--- src/rtl/spi_master_param.sv ---
// spi_master_param: parametrised SPI master with programmable SCLK divider, all four SPI modes,
// MSB/LSB-first ordering and one-hot-low chip selects; SCLK is a registered output.
module spi_master_param #(
  parameter int DATA_W = 8,
  parameter int DIV_W = 8,
  parameter int NCS = 2,
  localparam int CS_W = (NCS > 1) ? $clog2(NCS) : 1
) (
  input  logic              clock_in,
  input  logic              reset,
  input  logic              cpol,
  input  logic              cpha,
  input  logic              lsb_first,
  input  logic [DIV_W-1:0]  clk_div,
  input  logic [CS_W-1:0]   cs_sel,
  input  logic [DATA_W-1:0] tx_data,
  input  logic              tx_valid,
  output logic              tx_ready,
  output logic [DATA_W-1:0] rx_data,
  output logic              rx_valid,
  output logic              busy,
  output logic              sclk,
  output logic              mosi,
  input  logic              miso,
  output logic [NCS-1:0]    ssn_out
);
  localparam int HP_W = $clog2(2 * DATA_W);
  localparam logic [HP_W-1:0] LAST = HP_W'(2 * DATA_W - 1);
  typedef enum logic [1:0] {IDLE, SETUP, XFER, HOLD} state_t;
  state_t state, state_n;
  logic [DIV_W-1:0] cnt, div_q;
  logic [HP_W-1:0] hp, n;
  logic [DATA_W-1:0] tx_sh, rx_sh;
  logic [CS_W-1:0] cs_q;
  logic cpol_q, cpha_q, lsb_q;
  logic bnd, enter, lead, trail, sample, advance;
  // n is the index of the half-period being entered at this edge
  always_comb begin
    bnd = cnt == div_q;
    n = state == SETUP ? '0 : hp + 1'b1;
    enter = bnd && (state == SETUP || (state == XFER && hp != LAST));
    lead = enter && !n[0];
    trail = enter && n[0];
    sample = cpha_q ? trail : lead;
    advance = cpha_q ? lead && n != '0 : trail && n != LAST;
    state_n = state;
    unique case (state)
      IDLE:    if (tx_valid) state_n = SETUP;
      SETUP:   if (bnd) state_n = XFER;
      XFER:    if (bnd && hp == LAST) state_n = HOLD;
      HOLD:    if (bnd) state_n = IDLE;
      default: state_n = IDLE;
    endcase
  end
  always_ff @(posedge clock_in or posedge reset)
    if (reset) state <= IDLE;
    else state <= state_n;
  always_ff @(posedge clock_in or posedge reset)
    if (reset) begin
      cnt <= '0;
      div_q <= '0;
      hp <= '0;
      tx_sh <= '0;
      rx_sh <= '0;
      rx_data <= '0;
      rx_valid <= 1'b0;
      sclk <= 1'b0;
      cpol_q <= 1'b0;
      cpha_q <= 1'b0;
      lsb_q <= 1'b0;
      cs_q <= '0;
    end else begin
      rx_valid <= 1'b0;
      cnt <= (state == IDLE || bnd) ? '0 : cnt + 1'b1;
      if (state == IDLE && tx_valid) begin
        tx_sh <= tx_data;
        cpol_q <= cpol;
        cpha_q <= cpha;
        lsb_q <= lsb_first;
        div_q <= clk_div;
        cs_q <= cs_sel;
      end
      if (state == IDLE) sclk <= cpol;
      else if (enter) begin
        sclk <= n[0] ? cpol_q : ~cpol_q;
        hp <= n;
      end else if (state == XFER && bnd) sclk <= cpol_q;
      if (advance) tx_sh <= lsb_q ? tx_sh >> 1 : tx_sh << 1;
      if (sample) rx_sh <= lsb_q ? {miso, rx_sh[DATA_W-1:1]} : {rx_sh[DATA_W-2:0], miso};
      if (state == HOLD && bnd) begin
        rx_data <= rx_sh;
        rx_valid <= 1'b1;
      end
    end
  always_comb begin
    busy = state != IDLE;
    tx_ready = state == IDLE;
    mosi = state == IDLE ? 1'b0 : lsb_q ? tx_sh[0] : tx_sh[DATA_W-1];
    ssn_out = '1;
    for (int i = 0; i < NCS; i++)
      if (busy && cs_q == CS_W'(i)) ssn_out[i] = 1'b0;
  end
endmodule

--- config.mk ---
export PLATFORM = sky130hd
export DESIGN_NAME = spi_master_param
export DESIGN_NICKNAME = d
export VERILOG_FILES = /design/src/rtl/spi_master_param.sv
export SDC_FILE = /design/constraint.sdc
export NUM_CORES = 1
export LEC_CHECK = 0
export BUFFER_PORTS_ARGS = -buffer_cell sky130_fd_sc_hd__clkbuf_2
export CAP_MARGIN = 30
export CORE_MARGIN = 10
export CORE_UTILIZATION = 30
export DETAILED_ROUTE_END_ITERATION = 10
export PLACE_DENSITY = 0.44
export SLEW_MARGIN = 20
export SYNTH_ARGS = -nofsm -noshare
export SYNTH_HDL_FRONTEND = slang
export SYNTH_SLANG_ARGS = --single-unit
--- constraint.sdc ---
create_clock -name clock_in -period 4.12 [get_ports clock_in]
set_input_delay 0.412 -clock clock_in [delete_from_list [all_inputs] [get_ports clock_in]]
set_output_delay 0.412 -clock clock_in [all_outputs]
set_load 0.02 [all_outputs]
# == Word level (Yosys, flattened, before mapping) ==
# Index checks and enable logic that the tools add are counted.
# word_totals
regBits,52
latchBits,0
ramBits,0
romBits,0
in_bits,24
output_inout_bits,15
elab_cells,73
memories,0
# classes
n_addsub,2
n_mul,0
div_mod_pow,0
n_lt_le_gt_ge,0
n_eq_ne,11
n_shift,0
mux,22
bitwise_logic,3
reduce_logical,22
# ops
operator,n
$mux W8,5
$logic_and A1 B1 Y1,12
$mux W1,11
$add A8 B1 Y8 const B,1
$eq A8 B8 Y1,1
$mux W2,4
$ne A2 B2 Y1 const B,4
$ne A4 B4 Y1 const B,2
$pmux W2 S4,1
$add A4 B1 Y4 const B,1
$eq A2 B2 Y1 const B,2
$eq A4 B4 Y1 const B,1
$mux W4,1
$reduce_and A4 Y1,1
$reduce_bool A2 Y1,2
$reduce_bool A4 Y1,1
$not A1 Y1,3
$reduce_bool A3 Y1,1
$eq A2 B1 Y1 const B,1
$logic_not A2 Y1,1
$logic_or A1 B1 Y1,2
$reduce_and A2 Y1,1
$logic_not A1 Y1,1

# == Longest topological paths before layout ==
# logic_depth
word_depth,8
depth_mapped,8
ltp_nobuf,6

# == Least setup slack after synthesis ==
# No wires, ideal clock.
# synth_timing
path_kind,register to register
from,register hp[1]
to,register rx_sh[0]
t_arrival_ns,1.652
required_ns,3.996
setup_slack_ns,2.344
stages_incl_launch_ff,8
cell_sequence,dfrtp_1 > ha_1 > nand3_1 > nand2_1 > o31ai_4 > and3_1 > buf_2 > a21oi_1
# synth_via
elab_chain_cells,6
elab_cells_between_ends,7
# synth_lines
item,line_no,source
start: declaration,32,"logic [HP_W-1:0] hp, n;"
start signal: assignment,86,hp <= n;
$ne A4 B4 Y1 *,41,enter = bnd && (state == SETUP || (state == XFER && hp != LAST));
$logic_and A1 B1 Y1 *,41,
$logic_or A1 B1 Y1 *,41,
$logic_and A1 B1 Y1 *,41,
$logic_and A1 B1 Y1 (on tied branches),"42, 43",
$mux W1 *,44,sample = cpha_q ? trail : lead;
end signal: assignment,89,"if (sample) rx_sh <= lsb_q ? {miso, rx_sh[DATA_W-1:1]} : {rx_sh[DATA_W-2:0], miso};"
end: declaration,33,"logic [DATA_W-1:0] tx_sh, rx_sh;"
# Mark *: on every way between the ends. The rest lies on a longest branch, timed or not.
# A chain may end at the register's enable or synchronous reset.

# == Worst setup path in the final report ==
# layout_timing
from,register hp[0]
to,register tx_sh[6]
# layout_via
elab_chain_cells,8
elab_cells_between_ends,16
# layout_lines
item,line_no,source
branches (longest 6 deep; another with $add A4 B1 Y4),-,
$mux W1 *,45,advance = cpha_q ? lead && n != '0 : trail && n != LAST;
$mux W8 / $reduce_bool A2 Y1 (equally long branches),-,
end signal: assignment,76,tx_sh <= tx_data;
end signal: assignment,88,if (advance) tx_sh <= lsb_q ? tx_sh >> 1 : tx_sh << 1;
end: declaration,33,
# Every way passes the cells marked *.

==> qor.yml <==
yosys_warnings: 0
num_antenna_cells: 0
setup.worst_path.class: "reg2reg"
powerDensity_nw_per_um2: 713
cellLeakagePower_uw: 0.00140
cp_max_fo: 10
timing.reg2reg.worst_path_depth: 6
postSynthCellCount: 224
first_global_vias: 1871
grt_start_max_net_pins: 53
critPathRequiredTime_ns: 4.35
routed_via_density: 4.90
ir_worst_vdd_mv: 0.333
vias: 1813
hold_vio_cnt_final: 0
number_of_enable_type_register_cells_in_the_synthesized_netlist: 0
htreeDepth: 2
global_route_wire_length_before_repair_mm: 9.38
synth-seq-cells: 52
detail_route.wl_per_cell_um: 14.9
outcome: "finished clean"
worst_setup_path_start_kind: "flop"
dp_hpwl_mm: 3.98
gp_congestion: 0.723
worst_path_max_delay_cell: "sky130_fd_sc_hd__dfrtp_1"
start_util: 0.305
cts_max_path_buffers: 2
post_synth_design_cell_area_um2: 2640
hold_buffers: 0
cts-resized-gates: 0
layout.cells.most_common: "sky130_fd_sc_hd__dfrtp_1"
synthToLayoutAreaGrowth_pct: 14.4
critical_path.n_buffers_inverters: 0
drt_drc_violations_left: 0
rsz0062_at_grt: "false"
timing.critical_path.from: "hp[0]$_DFFE_PP0P_"
insertion_delay_ns: 0.31
regToRegStartpoint: "hp[0]$_DFFE_PP0P_"
grt_overflow_total: 0
synthesis.area_per_instance_um2: 11.8
totalWireLength_mm: 5.52
postRouteAntennaNets: 0
port-buffer-count: 38
clk_pin_slew_worst_paths_ns: 0.11
fp.coreArea_um2: 8640
crit_path_max_incr_delay_ns: 0.59
dominantRegCellSynth: "sky130_fd_sc_hd__dfrtp_1"
worstPathArrival_ns: 2.53
ioPinCount: 39
cpLargestDelayFamily: "compound AO/OA/AOI/OAI gates"
worstHoldPathType: "in2async"
post_synth_num_cell_types: 38
drive_above_1_share: 0.290
timing.rr.end: "tx_sh[6]$_DFFE_PP0P_"
cts_made_buffers: 5
fp.dieH_um: 114
grt_antenna_before_repair: 0
setup_viol_count_final: 0
max_frequency_mhz: 435
die-area_um2: 12900
die_width_um: 114
clk_root_buffer_cell: "sky130_fd_sc_hd__clkbuf_8"
nNetsFinal: 291
mappedNetlistNets: 254
setup.worst_path.end_class: "flop"
timing.max_cap.violations: 0
drt_first_pass_iters: 4
part_of_the_yosys_area_used_for_sequential_elements: 0.494
maxSlewHeadroom: 0.427
finalMaxSlewViolations: 0
tritoncts: "built"
tns_ns: 0
grt_util_all_layers: 0.0863
tightest_slew_ns: 0.859
clock_sink_count: 52
crit_chain: "ha_1 > a21oi_1 > mux2_2 > a311oi_1 > o211a_1 > mux2i_1"
finalCriticalPeriod_ns: 2.30
share_of_flip_flops_with_an_asynchronous_set_or_reset: 1.00
ff2ff_setup_slack_ns: 1.82
num_rows: 34
timing.final.crit_share: 0.558
post_cts.repair.setup_buffers: 0
report.power.total_uw: 2150
first_iter_violations: 53
final.setup_skew_ns: 0.0119
layout.cells.most_common_list: "sky130_fd_sc_hd__dfrtp_1, sky130_fd_sc_hd__clkbuf_2, sky130_fd_sc_hd__mux2i_1, sky130_fd_sc_hd__mux2_2, sky130_fd_sc_hd__nor2_1"
## cells in the mapped netlist, drive strengths merged, types with 2 or more instances
cell / n / area [um^2]
inv: 7 / 26.3
xnor2: 10 / 87.6
a21oi: 11 / 55.1
mux2: 22 / 248
clkbuf: 2 / 7.51
nand3: 7 / 35.0
nand2b: 2 / 12.5
nand4: 2 / 12.5
o2bb2ai: 3 / 26.3
and3: 3 / 18.8
nand2: 7 / 28.8
nor2: 17 / 71.3
a22oi: 2 / 15.0
buf: 8 / 48.8
a31oi: 10 / 62.6
dfrtp: 52 / 1300
xor2: 5 / 43.8
mux2i: 33 / 330
nor3: 2 / 10.0
ha: 6 / 75.1
## stage by stage
step	instances	util	hold WS [ns]	setup slack [ns]	instance area, um^2
after floorplan	224	-	0.494	2.34	2640
after global routing	370	0.349	0.310	1.65	3020
after CTS	370	0.349	0.289	1.81	3020
after detailed placement	362	0.339	0.493	1.84	2930
after global placement	361	0.337	0.487	1.87	2910
final	370	0.349	0.237	1.82	3020
## final cells by class
cell class	instances	area (um^2)
Sequential cell	52	1300
Tap cell	108	135
Fill cell	922	5620
Clock inverter	2	16.3
Inverter	7	26.3
Multi-Input combinational cell	155	1250
Clock buffer	6	72.6
Timing Repair Buffer	40	213
## metal layers
| metal | track usage | share of wire |
|---|---|---|
| met5 | 0 | 0 |
| met3 | 0.0273 | 0.049 |
| met1 | 0.114 | 0.49 |
| met4 | 0.0262 | 0.0054 |
| met2 | 0.131 | 0.46 |
## power breakdown
group	switching, uW	internal, uW
registers	233	720
logic	465	437
clock network	176	121
## sequential cells by signal, summed over array words and instances (netlist names), 2 cells and up
name / cells
hp: 4
rx_sh: 8
state: 2
cnt: 8
div_q: 8
rx_data: 8
tx_sh: 8
## cells by family after synthesis
group / Yosys count / synth area share
flops: 52 / 0.494
fa+ha+maj: 6 / 0.0285
compound gates: 37 / 0.101
simple gates: 42 / 0.0764
xor+xnor: 15 / 0.0498
buf+inv: 17 / 0.0313
mux: 55 / 0.219
## worst max-delay path by stage
stage | end | cells past startpoint | slack [ns]
after floorplan | rx_sh[0]$_DFFE_PP0P_ | 7 | 2.34
after global placement | lsb_q$_DFFE_PP0P_ | 4 | 1.87
after detailed placement | tx_sh[4]$_DFFE_PP0P_ | 6 | 1.84
after CTS | tx_sh[6]$_DFFE_PP0P_ | 6 | 1.81
after global routing | tx_sh[1]$_DFFE_PP0P_ | 6 | 1.65
final | tx_sh[6]$_DFFE_PP0P_ | 6 | 1.82
## worst reg2reg max path, delay by kind of cell (launching register included)
kind	cells	cell delay, ns
flip-flops	1	0.59
AO/OA/AOI/OAI	3	0.77
multiplexers	2	0.51
adder cells (fa/ha/maj)	1	0.36
(Power assumes the default switching activity.)
